`src/rtl/td4_pkg.sv`:
```
// Shared constants for the TD4 run/load controller: state encoding and program memory geometry.
package td4_pkg;
  localparam int TD4_PROG_DEPTH = 16;
  localparam int TD4_ADDR_W     = 4;
  localparam int TD4_WORD_W     = 8;

  localparam logic [1:0] ST_HALT = 2'd0;
  localparam logic [1:0] ST_LOAD = 2'd1;
  localparam logic [1:0] ST_RUN  = 2'd2;
  localparam logic [1:0] ST_STEP = 2'd3;
endpackage

```
`src/rtl/td4_prescaler.sv`:
```
// Run-mode prescaler: counts 0..PRESC_DIV-1 while clr is low; tick is combinational, one cycle
// ahead of the terminal count, so a registered enable taken from it lines up with count==PRESC_DIV-1.
module td4_prescaler #(
  parameter int PRESC_W   = 24,
  parameter int PRESC_DIV = 12000000
) (
  input  logic clock,
  input  logic reset,
  input  logic clr,
  output logic tick
);
  localparam logic [PRESC_W-1:0] LAST = PRESC_W'(PRESC_DIV - 1);
  localparam logic [PRESC_W-1:0] PRE  = PRESC_W'(PRESC_DIV - 2);

  logic [PRESC_W-1:0] cnt;

  always_ff @(posedge clock) begin
    if (!reset || clr) begin
      cnt <= '0;
    end else if (cnt == LAST) begin
      cnt <= '0;
    end else begin
      cnt <= cnt + PRESC_W'(1);
    end
  end

  assign tick = !clr && (cnt == PRE);
endmodule

```
`src/rtl/td4_run_ctrl.sv`:
```
// TD4 run/load controller: HALT/LOAD/RUN/STEP sequencing, core enable/reset and program RAM writes.
// Optional breakpoint halt in RUN is built only when TD4_BREAKPOINT_EN is defined.
module td4_run_ctrl
  import td4_pkg::*;
#(
  parameter int PRESC_W   = 24,
  parameter int PRESC_DIV = 12000000
) (
  input  logic                  clock,
  input  logic                  reset,
  input  logic                  mode_load,
  input  logic                  btn_run,
  input  logic                  btn_step,
  input  logic                  btn_wr,
  input  logic [TD4_WORD_W-1:0] sw_data,
  input  logic [TD4_ADDR_W-1:0] core_ip,
  input  logic [TD4_ADDR_W-1:0] bp_addr,
  output logic                  core_en,
  output logic                  core_rst_n,
  output logic                  prog_we,
  output logic [TD4_ADDR_W-1:0] prog_addr,
  output logic [TD4_WORD_W-1:0] prog_wdata,
  output logic [1:0]            state_o
);
  logic [1:0]            st;
  logic [1:0]            st_nxt;
  logic                  en_nxt;
  logic                  tick;
  logic                  wr_ok;
  logic [TD4_ADDR_W-1:0] wp;
  logic                  bp_hit;

  td4_prescaler #(.PRESC_W(PRESC_W), .PRESC_DIV(PRESC_DIV)) u_presc (
    .clock (clock),
    .reset (reset),
    .clr   (st != ST_RUN),
    .tick  (tick)
  );

`ifdef TD4_BREAKPOINT_EN
  logic first_tick;

  // The first tick of every run is exempt so a resume executes the breakpointed instruction.
  always_ff @(posedge clock) begin
    if (!reset || st != ST_RUN) begin
      first_tick <= 1'b1;
    end else if (tick) begin
      first_tick <= 1'b0;
    end
  end

  assign bp_hit = !first_tick && (core_ip == bp_addr);
`else
  logic unused_bp;
  assign unused_bp = ^{bp_addr, core_ip};
  assign bp_hit    = 1'b0;
`endif

  always_comb begin
    st_nxt = st;
    en_nxt = 1'b0;
    case (st)
      ST_HALT: begin
        if (mode_load) begin
          st_nxt = ST_LOAD;
        end else if (btn_run) begin
          st_nxt = ST_RUN;
        end else if (btn_step) begin
          st_nxt = ST_STEP;
          en_nxt = 1'b1;
        end
      end
      ST_LOAD: begin
        if (!mode_load) st_nxt = ST_HALT;
      end
      ST_RUN: begin
        if (mode_load) begin
          st_nxt = ST_LOAD;
        end else if (btn_run) begin
          st_nxt = ST_HALT;
        end else if (tick) begin
          if (bp_hit) st_nxt = ST_HALT;
          else        en_nxt = 1'b1;
        end
      end
      default: st_nxt = ST_HALT;
    endcase
  end

  // A write raised in the cycle LOAD is released is dropped.
  assign wr_ok = (st == ST_LOAD) && mode_load && btn_wr;

  always_ff @(posedge clock) begin
    if (!reset) begin
      st         <= ST_HALT;
      core_en    <= 1'b0;
      core_rst_n <= 1'b0;
      prog_we    <= 1'b0;
      prog_addr  <= '0;
      prog_wdata <= '0;
      wp         <= '0;
    end else begin
      st         <= st_nxt;
      core_en    <= en_nxt;
      core_rst_n <= (st_nxt != ST_LOAD);
      prog_we    <= wr_ok;
      if (wr_ok) begin
        prog_addr  <= wp;
        prog_wdata <= sw_data;
        wp         <= wp + TD4_ADDR_W'(1);
      end else if (st != ST_LOAD) begin
        wp <= '0;
      end
    end
  end

  assign state_o = st;
endmodule

```
`config.mk`:
```
export PLATFORM = sky130hd
export DESIGN_NAME = td4_run_ctrl
export DESIGN_NICKNAME = d
export VERILOG_FILES = /design/src/rtl/td4_pkg.sv /design/src/rtl/td4_prescaler.sv /design/src/rtl/td4_run_ctrl.sv
export SDC_FILE = /design/constraint.sdc
export NUM_CORES = 1
export LEC_CHECK = 0
export ABC_AREA = 1
export CORE_AREA = 2 2 85 87
export DETAILED_ROUTE_END_ITERATION = 7
export DIE_AREA = 0 0 87 89
export PLACE_DENSITY = 0.58
export SYNTH_ARGS = -nofsm -noshare
export SYNTH_HDL_FRONTEND = slang
export SYNTH_SLANG_ARGS = --single-unit
```
`constraint.sdc`:
```
create_clock -name clock -period 2.65 [get_ports clock]
set_clock_uncertainty 0.15 [all_clocks]
set_input_delay 0.3975 -clock clock [delete_from_list [all_inputs] [get_ports clock]]
set_output_delay 0.3975 -clock clock [all_outputs]
set_load 0.05 [all_outputs]
```
=== Yosys cells after proc, flatten, opt, wreduce, memory -nomap -nowiden ===
Index checks and enable logic that the tools add are counted.

* Bits in registers: 45
* Input port bits: 22
* Logic and storage cells: 42

* $add $sub $neg: 2
* Equality and inequality tests: 7
* Mux-type cells: 16
* Reductions and logical operators: 9

{| class="wikitable"
|+ Operators by type and width
! operator !! number
|-
| $eq 24x24->1 const B || 2
|-
| $add 24x1->24 const B || 1
|-
| $mux 2 || 6
|-
| $mux 4 || 2
|-
| $mux 1 || 6
|-
| $pmux 2 s3 || 1
|-
| $add 4x1->4 const B || 1
|-
| $ne 2x1->1 const B || 2
|-
| $logic_and 1x1->1 || 3
|-
| $eq 2x1->1 const B || 1
|-
| $eq 2x2->1 const B || 1
|-
| $logic_not 1->1 || 2
|-
| $logic_not 2->1 || 1
|-
| $ne 2x2->1 const B || 1
|-
| $pmux 1 s2 || 1
|-
| $reduce_bool 2->1 || 1
|-
| $reduce_or 2->1 || 1
|-
| $logic_or 1x1->1 || 1
|}

=== Longest topological paths before layout ===
* Depth after elaboration: 7
* Depth in mapped cells: 9
* Mapped depth without buffers: 8

=== Hierarchy ===
A second synthesis with hierarchy kept.

* Cells, all modules: 326
* Area total of the unflattened synthesis: 2264.7 sq um

{| class="wikitable"
|+ Modules (own cells, without submodules)
! module !! times used !! cells each !! area each (sq um)
|-
| td4_prescaler || 1 || 194 || 1367.6
|-
| td4_run_ctrl || 1 || 132 || 897.1
|}

=== Least setup slack after synthesis ===
Ideal clock, no wire load.

* Path kind: register to register
* Start point: reg st[0], in the netlist state_o[0]
* End point: reg prog_wdata[0]
* Setup time: 116 ps
* Arrival: 1457 ps
* Slack: 927 ps
* Cell stages (with the launch flop): 6
* Path buffers: 0
* Period minus slack after synthesis: 1723 ps
* Cells stage by stage: dfxtp_1 -> nand2_1 -> nor2_2 -> clkinv_1 -> nor2_1 -> nor2_1

* Cells in the longest elaborated chain, start to end: 3

{| class="wikitable"
|+ RTL lines
! what !! line !! RTL
|-
| start: declaration || td4_run_ctrl.sv:25 || <nowiki>logic [1:0] st;</nowiki>
|-
| start signal: assignment || td4_run_ctrl.sv:103 || <nowiki>st <= st_nxt;</nowiki>
|-
| $eq 2x1->1 || td4_run_ctrl.sv:91 || <nowiki>assign wr_ok = (st == ST_LOAD) && mode_load && btn_wr;</nowiki>
|-
| $logic_and 1x1->1 (2 in a row) || td4_run_ctrl.sv:91 ||
|-
| end signal: assignment || td4_run_ctrl.sv:109 || <nowiki>prog_wdata <= sw_data;</nowiki>
|-
| end: declaration || td4_run_ctrl.sv:22 || <nowiki>output logic [TD4_WORD_W-1:0] prog_wdata,</nowiki>
|}

Every way passes these cells.
A chain may end at the register's enable or synchronous reset.

=== Final worst setup path ===
* Start point: reg st[0], in the netlist state_o[0]
* End point: out state_o[0]

{| class="wikitable"
|+ RTL lines
! what !! line !! RTL
|-
| end: declaration || td4_run_ctrl.sv:23 || <nowiki>output logic [1:0] state_o</nowiki>
|}

No word-level cell between the ends.

==> results.py <==
metrics = {
    "power": {
        "power_density_nw_per_um2": 492.8,
        "peakVddDrop_mv": 0.2153,
        "p_leak_nw": 0.8555,
        "finalPower_mw": 1.279,
    },
    "job": {
        "max_cap_viol_count": 0,
    },
    "sta": {
        "tightest_slew_ns": 0.5290,
        "period_needed_ns": 2.175,
        "fin_crit_sh": 0.8207,
        "slew_headroom": 0.6462,
        "final-setup-viol-count": 0,
        "slew_violations": 0,
        "tns_ns": 0,
        "hold_viol": 0,
        "fmax_mhz": 459.8,
        "rsz0062_at_grt": "false",
    },
    "grt": {
        "grt.busiest_layer": "met2",
        "antenna_found_initial": 0,
        "groute.usage.overall": 0.1310,
        "use_met3": 0.04709,
        "grt_max_degree": 25,
        "grtUsageMet2": 0.2089,
        "grt_pass1_wl_mm": 8.176,
        "grt_overflow": 0,
        "grt_use_met1": 0.1614,
        "grt_pass1_vias": 1906,
    },
    "die": {
        "rows": 30,
        "die_w_um": 87,
        "core_area_um2": 6719,
        "die-area_um2": 7743,
        "dieHeight_um": 89,
        "start_util": 0.3128,
        "ios": 39,
    },
    "synthesis": {
        "synth_top_area_cell": "dfxtp_1",
        "ys_seq_area_frac": 0.4286,
        "yosysMostFrequentCell": "nor2_1",
        "synth_ff_type": "dfxtp_1",
        "async_flop_share": 0,
        "synth_cell_types": 28,
        "syn-mean-instance-area_um2": 6.983,
        "synth_area_um2": 2102,
        "synth.top_cells.by_count": "72 x nor2_1, 64 x nand2_1, 45 x dfxtp_1",
        "synthTopCellsByArea": "dfxtp_1 43%, nor2_1 13%, nand2_1 11%",
        "synth-edff-count": 0,
        "yosys_warnings": 0,
        "syn-num-nets": 326,
        "ys_ff_latch": 45,
        "yosysTopAreaCellShare": 0.4286,
        "synthCells": 301,
    },
    "cts": {
        "postCtsHoldBufs": 0,
        "cts.path.max_buffers": 2,
        "cts_tree": "yes",
        "cts_root_buf": "clkbuf_8",
        "post_cts_buffers": 0,
        "cts_resized": 0,
        "cts_buffers": 5,
        "clk_latency_ns": 0.29,
        "clock-sinks": 45,
        "htreeDepth": 2,
        "clk_pin_slew_ns": 0.08,
    },
    "setup_path": {
        "startpoint": "state_o[0]",
        "critPathSlowestCell": "clkdlybuf4s50_1",
        "critical-path-top-delay-family": "buffers and inverters",
        "crit_type": "flip-flop to output port",
        "cp-end-kind": "output port",
        "slowest_delay_ns": 0.86,
        "rr_startpoint": "u_presc.cnt[0]",
        "cp_cell_sequence": "clkdlybuf4s50_1",
        "worstPathMaxFanout": 8,
        "cp.arrival_ns": 1.63,
        "worstPathRequired_ns": 2.10,
        "cp-start-kind": "flip-flop",
        "cp.buffers_inverters": 1,
    },
    "placed_design": {
        "dp_hpwl_mm": 3.415,
        "routabilityCongestion": 0.8497,
        "place.port_buffers": 30,
        "dpl_cell_area_um2": 2494,
    },
    "cells_and_area": {
        "layout-drive-gt1-share": 0.06805,
        "final_area_um2": 2595,
        "antennaDiodeCount": 0,
        "finalNetCount": 362,
        "syn2layout_area_growth_pct": 23.45,
    },
    "route": {
        "firstDrtPassIters": 4,
        "ant_nets": 0,
        "drt_first_iter_violations": 64,
        "via_per_inst": 4.569,
        "route.detailed.drc": 0,
        "via_count": 1910,
        "wl_per_cell_um": 10.93,
        "drt_wl_total_mm": 4.568,
    },
    "status": {
        "status": "finished, final reports clean",
    },
    "worst_hold_path": {
        "min_path_type": "flip-flop to flip-flop",
        "worstHoldStart": "u_presc.cnt[23]",
    },
}
cell type report:
| cell class | instances | area (um^2) |
|---|---|---|
| multi-input combinational | 222 | 1057 |
| sequential | 45 | 900.9 |
| tap | 80 | 100.1 |
| clock buffer | 7 | 96.34 |
| timing repair buffer | 33 | 322.8 |
| fill | 719 | 4124 |
| inverter | 30 | 112.6 |
| clock inverter | 1 | 5.005 |
path summary, 6_finish.rpt:
path / to / slack, ns / cells after the start
worst max register to register: u_presc.cnt[18] / 0.88 / 8
worst min register to register: u_presc.cnt[23] / 0.32 / 2
worst max-delay path: state_o[0] / 0.48 / 1
worst min-delay path: u_presc.cnt[23] / 0.32 / 2
where the power goes:
| group | switching (mW) | internal [mW] |
|---|---|---|
| registers | 0.00817 | 0.688 |
| logic | 0.0714 | 0.0462 |
| clock network | 0.229 | 0.236 |
| total | 0.309 | 0.970 |
per-stage QoR:
| step | util | worst slack [ns] | hold WS, ns | cells |
|---|---|---|---|---|
| after floorplan | - | 0.9271 | 0.2838 | 301 |
| after global placement | 0.3711 | 0.7417 | 0.3003 | 410 |
| after detailed placement | 0.3711 | 0.7436 | 0.3091 | 410 |
| after CTS | 0.3862 | 0.4553 | 0.3221 | 418 |
| after global routing | 0.3862 | 0.4115 | 0.3462 | 418 |
| final | 0.3862 | 0.4752 | 0.3153 | 418 |
flip-flops by register name (all words and copies together) (netlist names):
signal,cells
core_en,1
core_rst_n,1
prog_addr,4
prog_wdata,8
prog_we,1
state_o,2
u_presc.cnt,24
wp,4
tightest hold or removal path: stages (launching register included):
cell	delay, ns
dfxtp_1	0.32
nand2_1	0.06
a21oi_1	0.05
metal layers:
| metal | part of all wire | up-vias |
|---|---|---|
| met5 | 0 | - |
| met3 | 0.056 | 11 |
| met1 | 0.48 | 848 |
| met4 | 0.019 | 0 |
| li1 | - | 1018 |
| met2 | 0.44 | 33 |
cell families (layout without fill, tap and decap cells):
logic type | count (synthesis) | count (layout) | synth area share
simple gates | 172 | 172 | 0.3512
flops | 45 | 45 | 0.4286
compound gates | 36 | 36 | 0.08810
buf+inv | 34 | 71 | 0.06845
xor+xnor | 11 | 11 | 0.04584
fa+ha+maj | 3 | 3 | 0.01786
layout by cell type, fill, tap and decap left out, drive strengths merged:
master          n
inv            28
clkdlybuf4s50  30
a31oi           1
clkbuf          7
xor2            3
o21ai          15
dfxtp          45
clkinv          3
nor3            4
a21oi          19
and2            2
nand3          15
o2111ai         1
nand4           3
xnor2           8
nand2          67
buf             3
nand3b          1
or2             3
nor2           77
ha              3
No activity file was read; power rests on OpenSTA's default activity.
